`src/rtl/wakeup_port_arbiter.sv`:
```
// Shares N_PORT registered wakeup/writeback ports among N_REQ requesters through small
// per-requester FIFOs, granting queue heads round-robin and squashing entries younger than a redirect.
module wakeup_port_arbiter #(
  parameter int N_REQ  = 6,
  parameter int N_PORT = 4,
  parameter int DEPTH  = 2,
  parameter int PREG_W = 7,
  parameter int ROB_W  = 6
) (
  input  logic                                 clk,
  input  logic                                 rst,
  input  logic [N_REQ-1:0]                     req_valid,
  output logic [N_REQ-1:0]                     req_ready,
  input  logic [N_REQ-1:0]                     req_we,
  input  logic [N_REQ*PREG_W-1:0]              req_prd,
  input  logic [N_REQ*(ROB_W+1)-1:0]           req_rob,
  input  logic                                 redirect_valid,
  input  logic [ROB_W:0]                       redirect_rob,
  output logic [N_PORT-1:0]                    wb_en,
  output logic [N_PORT-1:0]                    wb_we,
  output logic [N_PORT*PREG_W-1:0]             wb_rd,
  output logic [N_PORT*(ROB_W+1)-1:0]          wb_rob,
  output logic [$clog2(N_REQ*DEPTH+1)-1:0]     pending
);

  localparam int TAG_W  = ROB_W + 1;
  localparam int CNT_W  = $clog2(DEPTH + 1);
  localparam int PEND_W = $clog2(N_REQ * DEPTH + 1);
  localparam int RR_W   = (N_REQ > 1) ? $clog2(N_REQ) : 1;
  localparam logic [CNT_W-1:0] DEPTH_C = CNT_W'(DEPTH);

  // Each FIFO is kept as an ordered array: slot 0 is always the head.
  logic [PREG_W-1:0]        prd_q [N_REQ][DEPTH];
  logic [PREG_W-1:0]        prd_d [N_REQ][DEPTH];
  logic [TAG_W-1:0]         rob_q [N_REQ][DEPTH];
  logic [TAG_W-1:0]         rob_d [N_REQ][DEPTH];
  logic [CNT_W-1:0]         cnt_q [N_REQ];
  logic [CNT_W-1:0]         cnt_d [N_REQ];
  logic [RR_W-1:0]          rr_q, rr_d;
  logic [N_REQ-1:0]         elig;
  logic [N_REQ-1:0]         pop;
  logic [N_PORT-1:0]        wb_en_q, wb_en_d;
  logic [N_PORT*PREG_W-1:0] wb_rd_q, wb_rd_d;
  logic [N_PORT*TAG_W-1:0]  wb_rob_q, wb_rob_d;
  logic [PEND_W-1:0]        pending_q, pending_d;

  // Age compare with wrap bit; equal tags are not younger.
  function automatic logic is_younger(input logic [TAG_W-1:0] e, input logic [TAG_W-1:0] r);
    if (e[ROB_W] == r[ROB_W]) begin
      return e[ROB_W-1:0] > r[ROB_W-1:0];
    end else begin
      return e[ROB_W-1:0] < r[ROB_W-1:0];
    end
  endfunction

  // Ready and head eligibility from registered occupancy only.
  always_comb begin
    for (int i = 0; i < N_REQ; i++) begin
      req_ready[i] = (cnt_q[i] < DEPTH_C);
      elig[i]      = (cnt_q[i] != '0) &&
                     !(redirect_valid && is_younger(rob_q[i][0], redirect_rob));
    end
  end

  // Round-robin scan starting at rr_q; the k-th eligible head takes port k.
  always_comb begin
    int k;
    int idx;
    k        = 0;
    idx      = 0;
    pop      = '0;
    rr_d     = rr_q;
    wb_en_d  = '0;
    wb_rd_d  = '0;
    wb_rob_d = '0;
    for (int s = 0; s < N_REQ; s++) begin
      idx = (int'(rr_q) + s) % N_REQ;
      if (elig[idx] && (k < N_PORT)) begin
        pop[idx]                    = 1'b1;
        wb_en_d[k]                  = 1'b1;
        wb_rd_d[k*PREG_W +: PREG_W] = prd_q[idx][0];
        wb_rob_d[k*TAG_W +: TAG_W]  = rob_q[idx][0];
        rr_d                        = RR_W'((idx + 1) % N_REQ);
        k                           = k + 1;
      end else begin
        k = k;
      end
    end
  end

  // FIFO next state: drop the popped head and squashed entries, compact, then append the filtered arrival.
  always_comb begin
    int   k;
    logic keep;
    logic push;
    prd_d     = prd_q;
    rob_d     = rob_q;
    pending_d = '0;
    for (int i = 0; i < N_REQ; i++) begin
      k = 0;
      for (int j = 0; j < DEPTH; j++) begin
        keep = (CNT_W'(j) < cnt_q[i]) && !((j == 0) && pop[i]) &&
               !(redirect_valid && is_younger(rob_q[i][j], redirect_rob));
        if (keep) begin
          prd_d[i][k] = prd_q[i][j];
          rob_d[i][k] = rob_q[i][j];
          k           = k + 1;
        end else begin
          k = k;
        end
      end
      push = req_valid[i] && req_ready[i] && req_we[i] &&
             !(redirect_valid && is_younger(req_rob[i*TAG_W +: TAG_W], redirect_rob));
      if (push && (k < DEPTH)) begin
        prd_d[i][k] = req_prd[i*PREG_W +: PREG_W];
        rob_d[i][k] = req_rob[i*TAG_W +: TAG_W];
        k           = k + 1;
      end else begin
        k = k;
      end
      cnt_d[i]  = CNT_W'(k);
      pending_d = pending_d + PEND_W'(cnt_d[i]);
    end
  end

  // State and output registers; the wakeup register is reloaded every cycle.
  always_ff @(posedge clk or posedge rst) begin
    if (rst) begin
      for (int i = 0; i < N_REQ; i++) begin
        cnt_q[i] <= '0;
        for (int j = 0; j < DEPTH; j++) begin
          prd_q[i][j] <= '0;
          rob_q[i][j] <= '0;
        end
      end
      rr_q      <= '0;
      wb_en_q   <= '0;
      wb_rd_q   <= '0;
      wb_rob_q  <= '0;
      pending_q <= '0;
    end else begin
      prd_q     <= prd_d;
      rob_q     <= rob_d;
      cnt_q     <= cnt_d;
      rr_q      <= rr_d;
      wb_en_q   <= wb_en_d;
      wb_rd_q   <= wb_rd_d;
      wb_rob_q  <= wb_rob_d;
      pending_q <= pending_d;
    end
  end

  assign wb_en   = wb_en_q;
  assign wb_we   = wb_en_q;
  assign wb_rd   = wb_rd_q;
  assign wb_rob  = wb_rob_q;
  assign pending = pending_q;

endmodule

```
`config.mk`:
```
export PLATFORM = sky130hd
export DESIGN_NAME = wakeup_port_arbiter
export DESIGN_NICKNAME = d
export VERILOG_FILES = /design/src/rtl/wakeup_port_arbiter.sv
export SDC_FILE = /design/constraint.sdc
export NUM_CORES = 1
export LEC_CHECK = 0
export BUFFER_PORTS_ARGS = -buffer_cell sky130_fd_sc_hd__buf_2
export CAP_MARGIN = 0
export CELL_PAD_IN_SITES_DETAIL_PLACEMENT = 0
export CELL_PAD_IN_SITES_GLOBAL_PLACEMENT = 1
export CORE_MARGIN = 2
export CORE_UTILIZATION = 42
export CTS_CLUSTER_SIZE = 12
export DETAILED_ROUTE_END_ITERATION = 10
export GPL_TIMING_DRIVEN = 0
export PLACE_DENSITY_LB_ADDON = 0.1
export SYNTH_ARGS = -nofsm -noshare
export SYNTH_HDL_FRONTEND = slang
export SYNTH_SLANG_ARGS = --single-unit
export TNS_END_PERCENT = 1
```
`constraint.sdc`:
```
create_clock -name clk -period 11.91 [get_ports clk]
set_input_delay 0 -clock clk [delete_from_list [all_inputs] [get_ports clk]]
set_output_delay 0 -clock clk [all_outputs]
set_load 0.01 [all_outputs]
```
# --- Word level (Yosys, flattened, before mapping) ---
# Cells that the tools add are included.
# Widths: inputs -> output; s select.
op_classes:
  n_addsub: 37
  multipliers: 5
  div: 12
  n_lt_le_gt_ge: 117
  eq_ne: 18
  shifts: 15
  muxes: 229
  bitwise_logic: 28
  n_reduce_logical: 125
ops:
  columns: ["op", "count"]
  rows:
  - ["$mux 14", 48]
  - ["$not 32->32", 18]
  - ["$add 32x2->32 const B", 16]
  - ["$bmux 14 s3", 12]
  - ["$ge 32x2->1 const B", 12]
  - ["$lt 32x1->1 const B", 12]
  - ["$ge 32x1->1 const B", 11]
  - ["$mod 32x4->32 const B", 11]
  - ["$bwmux 14", 24]
  - ["$shiftx 7x33->28", 10]
  - ["$lt 32x4->1 const B", 10]
  - ["$mux 32", 10]
  - ["$bwmux 28", 10]
  - ["$mux 28", 10]
  - ["$ge 32x4->1 const B", 6]
  - ["$lt 32x3->1 const B", 6]
  - ["$lt 32x5->1 const B", 6]
  - ["$neg 32->33", 5]
  - ["$shift 7x33->28 const A", 5]
  - ["$mul 32x4->32 const B", 5]
  - ["$gt 6x6->1", 18]
  - ["$lt 6x6->1", 18]
  - ["$mux 7", 14]
  - ["$logic_and 1x1->1", 94]
  - ["26 further kinds", 195]
totals:
  register_bits: 247
  word_cells: 621

# --- Longest topological paths before layout ---
# Gate-level depths: netlist (run 1).
depth:
  ltp_word: 38
  mapped_depth: 59

# --- Worst setup path after synthesis (run 1) ---
# Ideal clock, no wire load.
synth_path:
  path_kind: "register -> register"
  startpoint: "register rr_q[0]"
  endpoint: "register rr_q[2]"
  setup_ns: 0.092
  arrival_ns: 12.468
  required_ns: 11.818
  path_slack_ns: -0.650
  stages_incl_launch_ff: 57
  n_path_buf: 10
  synth_period_minus_slack_ns: 12.560
  cell_sequence: "dfrtp_1 inv_1 clkbuf_1 clkbuf_1 ha_1 ha_1 o22a_1 clkbuf_1 nand2_1 a21oi_1 a211o_1 buf_2 inv_4 clkbuf_1 fa_1 inv_1 clkbuf_1 clkbuf_1 (+21 left out) o211ai_1 nand2_1 a221oi_1 a211oi_1 a221oi_1 a31oi_1 or2_2 ha_1 a22o_1 nor4_2 a31oi_1 xor2_1 ha_1 nor2_1 xnor2_1 and3_1 o21a_1 o31ai_2"
synth_via:
  elab_chain_len: 20
  word_cells_on_any_way: 67
  classes_between: "add/sub: 15; div: 12; order compare: 5; mux: 29; reduce/logical: 6"
synth_lines:
  columns: ["element", "line_no", "text"]
  rows:
  - ["from (decl)", "39", "logic [RR_W-1:0] rr_q, rr_d;"]
  - ["from (signal assigned)", "145", "rr_q <= rr_d;"]
  - ["parallel branches: the longest is 20 deep, another holds $mod 32x4->32", null, null]
# Several ways; the timed one is not identified. The select of a mux whose other input is x is not followed.
# A chain may end at the register's enable or synchronous reset.

==> flow_summary.json, run 1 <==
{
  "synth_edf_count": 0,
  "core_sq_mm": 0.06274,
  "seq_area_sq_mm": 0.006185,
  "grt_pass1_vias": 28032,
  "antenna_left": 0,
  "yosys.area_share.simple_pct": 20.24,
  "finalCritPeriodShare_pct": 97.32,
  "die_w_um": 255.1,
  "cap_violations": 0,
  "cts.path.max_buffers": 3,
  "cp_slowest_cell": "fa_1",
  "start_util_pct": 42.22,
  "crit_arrival_ps": 12100,
  "outcome": "completed",
  "hold_path_class": "input pin to flip-flop",
  "die_y_um": 255.1,
  "drt_iter0_drc": 3080,
  "fin_cells": 4636,
  "setup_violations": 0,
  "dpl_cell_area_sq_mm": 0.02849,
  "via_per_inst": 6.363,
  "clock_sinks": 247,
  "synth_top_family_by_area": "compound AO/OA/AOI/OAI gates",
  "fin_nets": 4097,
  "routed-via-count": 29500,
  "r2r-start": "rr_q[0]",
  "num_rows": 92,
  "timing.rr.end": "pending[1]",
  "fin_area_sq_mm": 0.03126,
  "fin_setup_tns_ps": 0,
  "insertion_delay_ps": 620,
  "max_slew.worst_pin.slew_ps": 1478,
  "drc": 0,
  "synth.avg_cell_area_sq_um": 7.714,
  "multi_input_area_sq_mm": 0.01937,
  "critPathMaxStageDelay_ps": 530,
  "fillers": 6139,
  "cp-endpoint": "pending[1]",
  "synth_top_cell_area_share_pct": 23.33,
  "grt-ovfl-total": 0,
  "synth_flop_cell": "dfrtp_1",
  "worstSetupPathType": "flip-flop to flip-flop",
  "post-route-util_pct": 49.82,
  "rr_worst_depth": 53,
  "dieArea_sq_mm": 0.06509,
  "skew_ps": 21.51,
  "antenna_found_initial": 1,
  "hold_viol": 0,
  "async_flop_share_pct": 100.0,
  "syn_nets": 3762,
  "synth.mux.area_fraction_pct": 13.17,
  "startpoint_type": "flip-flop",
  "fin_crit_ps": 11590,
  "startpoint": "rr_q[0]",
  "routedWlPerCell_um": 27.56,
  "grt_pass1_wl_um": 184700,
  "area_growth_pct": 18.00,
  "finalMaxSlewViolations": 0,
  "synth_area_sq_mm": 0.02649,
  "root_buffer": "clkbuf_16",
  "gp_congestion": 1.069,
  "clock.fmax_mhz": 86.27,
  "synth_top_area_cell": "dfrtp_1",
  "yosysSeqAreaShare_pct": 23.33,
  "grt_max_degree": 127,
  "cp_max_fo": 12,
  "end_kind": "flip-flop",
  "numCtsBuffers": 30,
  "finalWirelength_um": 127800,
  "synth-seq-cells": 247,
  "crit_required_ps": 12420,
  "hpwlAfterDp_um": 102300,
  "dp_cells": 4458,
  "clk_pin_slew_ps": 70,
  "ys_types": 106,
  "rrSetupSlack_ps": 320,
  "cp_common_cell": "inv_1",
  "firstDrtPassIters": 8,
  "synthCells": 3434,
  "track_usage_pct": 38.27,
  "cts_tree": "built",
  "synth_xor_area_share_pct": 2.522,
  "portBuffers": 177,
  "ys_warn_count": 0,
  "synthAdderAreaFrac_pct": 10.91,
  "drive_gt1_share_pct": 15.10,
  "slew_headroom_pct": 1.458,
  "boundaryPins": 180,
  "synth-compound-area-share_pct": 24.68,
  "cts_max_level": 1,
  "synth.area.top_cells": "dfrtp_1 (23%), ha_1 (9.8%), mux2i_1 (6.9%)"
}
-- worst min path at each step --
stage                   start         to  slack, ps  depth (start not counted)
6_report            req_we[2]   cnt_q[6]         90                          5
5_1_grt        redirect_valid   cnt_q[3]        130                          3
4_1_cts             req_we[2]   cnt_q[6]         60                          5
3_5_place_dp      req_prd[35]   prd_q[7]        220                          3
3_3_place_gp      req_prd[40]  prd_q[12]        210                          3
2_1_floorplan     req_prd[38]  prd_q[10]        120                          2
-- registers in the layout, indices dropped and copies added, names as in the netlist --
name and count:
prd_q 84, rob_q 84, wb_rd 28, wb_rob 28, cnt_q 12, pending 4
wb_en 4, rr_q 3
-- cell usage after synthesis (12+ instances only) --
cell	instances
xnor2_1	40
nand2b_1	19
a31oi_1	73
nand2_1	421
o21ai_0	294
o31ai_1	14
nor2_1	369
inv_1	129
xor2_1	30
a211oi_1	49
and2_1	30
nor2b_1	30
buf_1	26
or2_2	15
nand4_1	26
nand3_1	93
a21o_1	36
o221ai_1	18
dfrtp_1	247
buf_2	12
ha_1	207
mux2i_1	182
a22oi_1	26
mux2_2	144
fa_1	15
o21a_1	15
a21oi_1	248
nor3_1	71
and3_1	24
or3_1	26
nor4_1	12
clkbuf_1	160
o22ai_1	35
a221oi_1	16
o211ai_1	55
-- final cells by class --
class,instances,area share [%]
Clock buffer,43,2.718
Multi-Input combinational cell,2838,61.96
Timing Repair Buffer,310,6.933
Clock inverter,9,0.3563
Buffer,198,3.018
Sequential cell,247,19.79
Antenna cell,1,0.008006
Timing Repair inverter,1,0.02001
Tap cell,846,3.386
Inverter,143,1.813
-- metal layers --
metal / vias to the layer above / GRT usage (%) / wire [um]
li1: 13207 / - / -
met1: 14401 / 48.59 / 50900
met2: 1546 / 61.68 / 57510
met3: 346 / 4.495 / 9399
met4: 0 / 24.73 / 9955
met5: - / 0 / 0
-- worst max-delay path, delay by kind of cell, from the launching register on --
family | cells | cell delay [ps]
fa+ha+maj | 13 | 4360
buf+inv | 19 | 2550
compound gates | 9 | 2180
simple gates | 9 | 1260
flops | 1 | 450
xor+xnor | 2 | 320
mux | 1 | 290
-- cells by family after synthesis --
kind of cell	Yosys count
DFF	247
AOI/OAI and AO/OA	1027
xor gates and xnor gates	73
and+or+nand+nor	1188
adders and majority gates	222
buffers and inverters	349
muxes	328
-- timing repair --
| item | in CTS | in global routing |
|---|---|---|
| gates cloned | 1 | 1 |
| pin swaps | 11 | 12 |
| endpoints found under the hold margin | 297 | 0 |
| gates resized for setup | 102 | 56 |
| setup buffers | 13 | 20 |
| hold buffers | 98 | 0 |
| endpoints found under the setup margin | 244 | 54 |
-- per-stage QoR --
step	setup slack (ps)	hold slack (ps)
floorplan	98.09	116.8
global placement	-4788	214.1
detailed placement	-4817	221.4
CTS	12.00	60.35
global route	-36.13	131.5
finish	318.7	89.89
-- cell usage in the layout, fill, tap and decap left out, types with 47 or more instances in the layout --
master         instances
nand2_1              416
nor2_1               365
o21ai_0              293
dfrtp_1              244
a21oi_1              242
ha_1                 198
buf_2                188
mux2i_1              182
mux2_2               144
clkbuf_1             137
inv_1                125
dlygate4sd3_1         98
nand3_1               92
nor3_1                68
a31oi_1               63
o211ai_1              55
a211oi_1              47
Power of run 1 is not shown: default switching activity piles up to over one toggle a cycle in this logic, so the estimate is an artifact.
==> inputs of run 2 (changes only) <==
--- a/config.mk
+++ b/config.mk
@@ -5,12 +5,13 @@
 export SDC_FILE = /design/constraint.sdc
 export NUM_CORES = 1
 export LEC_CHECK = 0
+export ABC_AREA = 1
 export BUFFER_PORTS_ARGS = -buffer_cell sky130_fd_sc_hd__buf_2
 export CAP_MARGIN = 0
 export CELL_PAD_IN_SITES_DETAIL_PLACEMENT = 0
 export CELL_PAD_IN_SITES_GLOBAL_PLACEMENT = 1
-export CORE_MARGIN = 2
-export CORE_UTILIZATION = 42
+export CORE_MARGIN = 10
+export CORE_UTILIZATION = 41
 export CTS_CLUSTER_SIZE = 12
 export DETAILED_ROUTE_END_ITERATION = 10
 export GPL_TIMING_DRIVEN = 0
==> run 2 against run 1 <==
Compared with the run above: final cell count is 19% higher; area after synthesis is 4.3% higher; non-clock buffer count is 26 lower; die area is 20% higher; largest cell class unchanged.
==> flow_summary.json, run 2 <==
{
  "numCtsBuffers": 30,
  "cp_common_cell": "inv_2",
  "dieArea_sq_mm": 0.07817,
  "dp_cells": 5338,
  "gp_congestion": 1.030,
  "mostFrequentLayoutCell": "nand2_1",
  "antenna_left": 0,
  "cap_violations": 0,
  "cts_tree": "built",
  "startpoint_type": "flip-flop",
  "num_rows": 95,
  "synth_top_area_cell": "dfrtp_1",
  "synth_area_sq_mm": 0.02763,
  "seq_area_sq_mm": 0.006181,
  "cts_max_level": 1,
  "insertion_delay_ps": 620,
  "finalWirelength_um": 131400,
  "setup_violations": 0,
  "antenna_found_initial": 1,
  "synthCells": 4285,
  "synth_edf_count": 0,
  "finalCritPeriodShare_pct": 95.33,
  "core_sq_mm": 0.06704,
  "firstDrtPassIters": 6,
  "fin_nets": 4935,
  "rrSetupSlack_ps": 560,
  "synthTopCellsByCount": "nand2_1 (1066), o21ai_0 (580), inv_1 (492)",
  "cp_slowest_cell": "fa_2",
  "grt-ovfl-total": 0,
  "area_growth_pct": 16.19,
  "finalMaxSlewViolations": 0,
  "hold_path_class": "input pin to flip-flop",
  "synth.avg_cell_area_sq_um": 6.448,
  "synth.area.top_cells": "dfrtp_1 (22%), nand2_1 (14%), o21ai_0 (11%)",
  "post-route-util_pct": 47.89,
  "clock.fmax_mhz": 88.08,
  "slew_headroom_pct": 15.88,
  "routed-via-count": 31554,
  "crit_arrival_ps": 11860,
  "synth_top_cell_area_share_pct": 22.37,
  "worstSetupPathType": "flip-flop to flip-flop",
  "layout_common_cells": "nand2_1 (1064), o21ai_0 (574), inv_1 (482)",
  "via_per_inst": 5.736,
  "syn_nets": 4613,
  "max_slew.worst_pin.slew_ps": 1260,
  "ys_warn_count": 0,
  "skew_ps": 18.86,
  "cp_max_fo": 19,
  "crit_required_ps": 12420,
  "die_w_um": 279.6,
  "grt_max_degree": 119,
  "outcome": "completed",
  "drive_gt1_share_pct": 11.95,
  "drc": 0,
  "grt_pass1_vias": 29678,
  "synth.most_common_cell": "nand2_1",
  "fin_crit_ps": 11350,
  "root_buffer": "clkbuf_16",
  "clock_sinks": 247,
  "multi_input_area_sq_mm": 0.01888,
  "synth-seq-cells": 247,
  "clk_pin_slew_ps": 60,
  "cts.path.max_buffers": 3,
  "die_y_um": 279.6,
  "boundaryPins": 180,
  "critPathMaxStageDelay_ps": 570,
  "track_usage_pct": 32.29,
  "routedWlPerCell_um": 23.88,
  "async_flop_share_pct": 100.0,
  "end_kind": "flip-flop",
  "fillers": 7142,
  "synth_flop_cell": "dfrtp_1",
  "portBuffers": 177,
  "rsz0062_at_grt": "true",
  "hold_viol": 0,
  "fin_cells": 5501,
  "start_util_pct": 41.21,
  "ys_types": 79,
  "drt_iter0_drc": 3439,
  "yosysSeqAreaShare_pct": 22.37,
  "hpwlAfterDp_um": 107700,
  "grt_pass1_wl_um": 192100,
  "top_regs": "prd_q (84), rob_q (84)"
}
[run 2: per-layer routing]
metal	part of all wire, %	track usage (%)	vias up	wire (um)
met5	0	0	-	0
met1	40	39.17	14842	52730
met4	6.0	17.13	0	7916
met3	6.3	3.902	293	8256
li1	-	-	15045	-
met2	48	55.29	1374	62450
[run 2: final timing paths]
kind | end | depth (start not counted) | from
worst max-delay path | wb_rd[17] | 57 | rr_q[0]
worst min-delay path | cnt_q[11] | 5 | req_valid[0]
worst max register to register | wb_rd[17] | 57 | rr_q[0]
worst min register to register | prd_q[73] | 1 | prd_q[73]
max in group asynchronous | rob_q[45] | 5 | rst
min in group asynchronous | wb_rob[26] | 4 | rst
[run 2: through the flow]
step	worst slack [ps]	hold WS, ps	setup TNS [ps]	cell area (sq um)
floorplan	129.7	150.6	0	27630
global placement	-5550	251.8	-897330	29610
detailed placement	-5509	48.13	-820350	29680
CTS	30.49	3.615	0	31920
global route	-67.01	42.58	-114.7	32100
finish	556.6	0.1457	0	32100
[run 2: what timing repair did]
item / 4_1_cts / 5_1_grt
endpoints found under the setup margin: 247 / 62
hold endpoints to repair: 421 / 0
hold buffers: 97 / 0
buffers inserted: 9 / 12
pin swaps: 8 / 5
gates resized for setup: 76 / 33
[run 2: cell type report]
cell class | count | share of cell area (%)
Antenna cell | 2 | 0.01559
Sequential cell | 247 | 19.25
Clock inverter | 12 | 0.5067
Buffer | 184 | 2.584
Multi-Input combinational cell | 3312 | 58.81
Clock buffer | 39 | 2.569
Tap cell | 873 | 3.403
Timing Repair Buffer | 298 | 6.470
Inverter | 534 | 6.388
[run 2: logic make-up (layout without fill, tap and decap cells)]
logic type	after synthesis	in the layout	share of synthesized area, %
DFF	247	247	22.37
and+or+nand+nor	1833	1833	27.79
xor gates and xnor gates	47	47	1.667
AOI/OAI and AO/OA	1116	1116	23.84
buffers and inverters	726	1067	10.08
muxes	94	94	3.786
other	0	2	0
adders and majority gates	222	222	10.46
[run 2: critical path, delay by kind of cell, from the launching register on]
family	cells	cell delay (ps)
flip-flops	1	430
AND/OR/NAND/NOR	13	1990
adder cells (fa/ha/maj)	9	3210
buffers and inverters	25	3440
AO/OA/AOI/OAI	8	1750
XOR/XNOR	2	360
Power of run 2 is left out for the same reason.
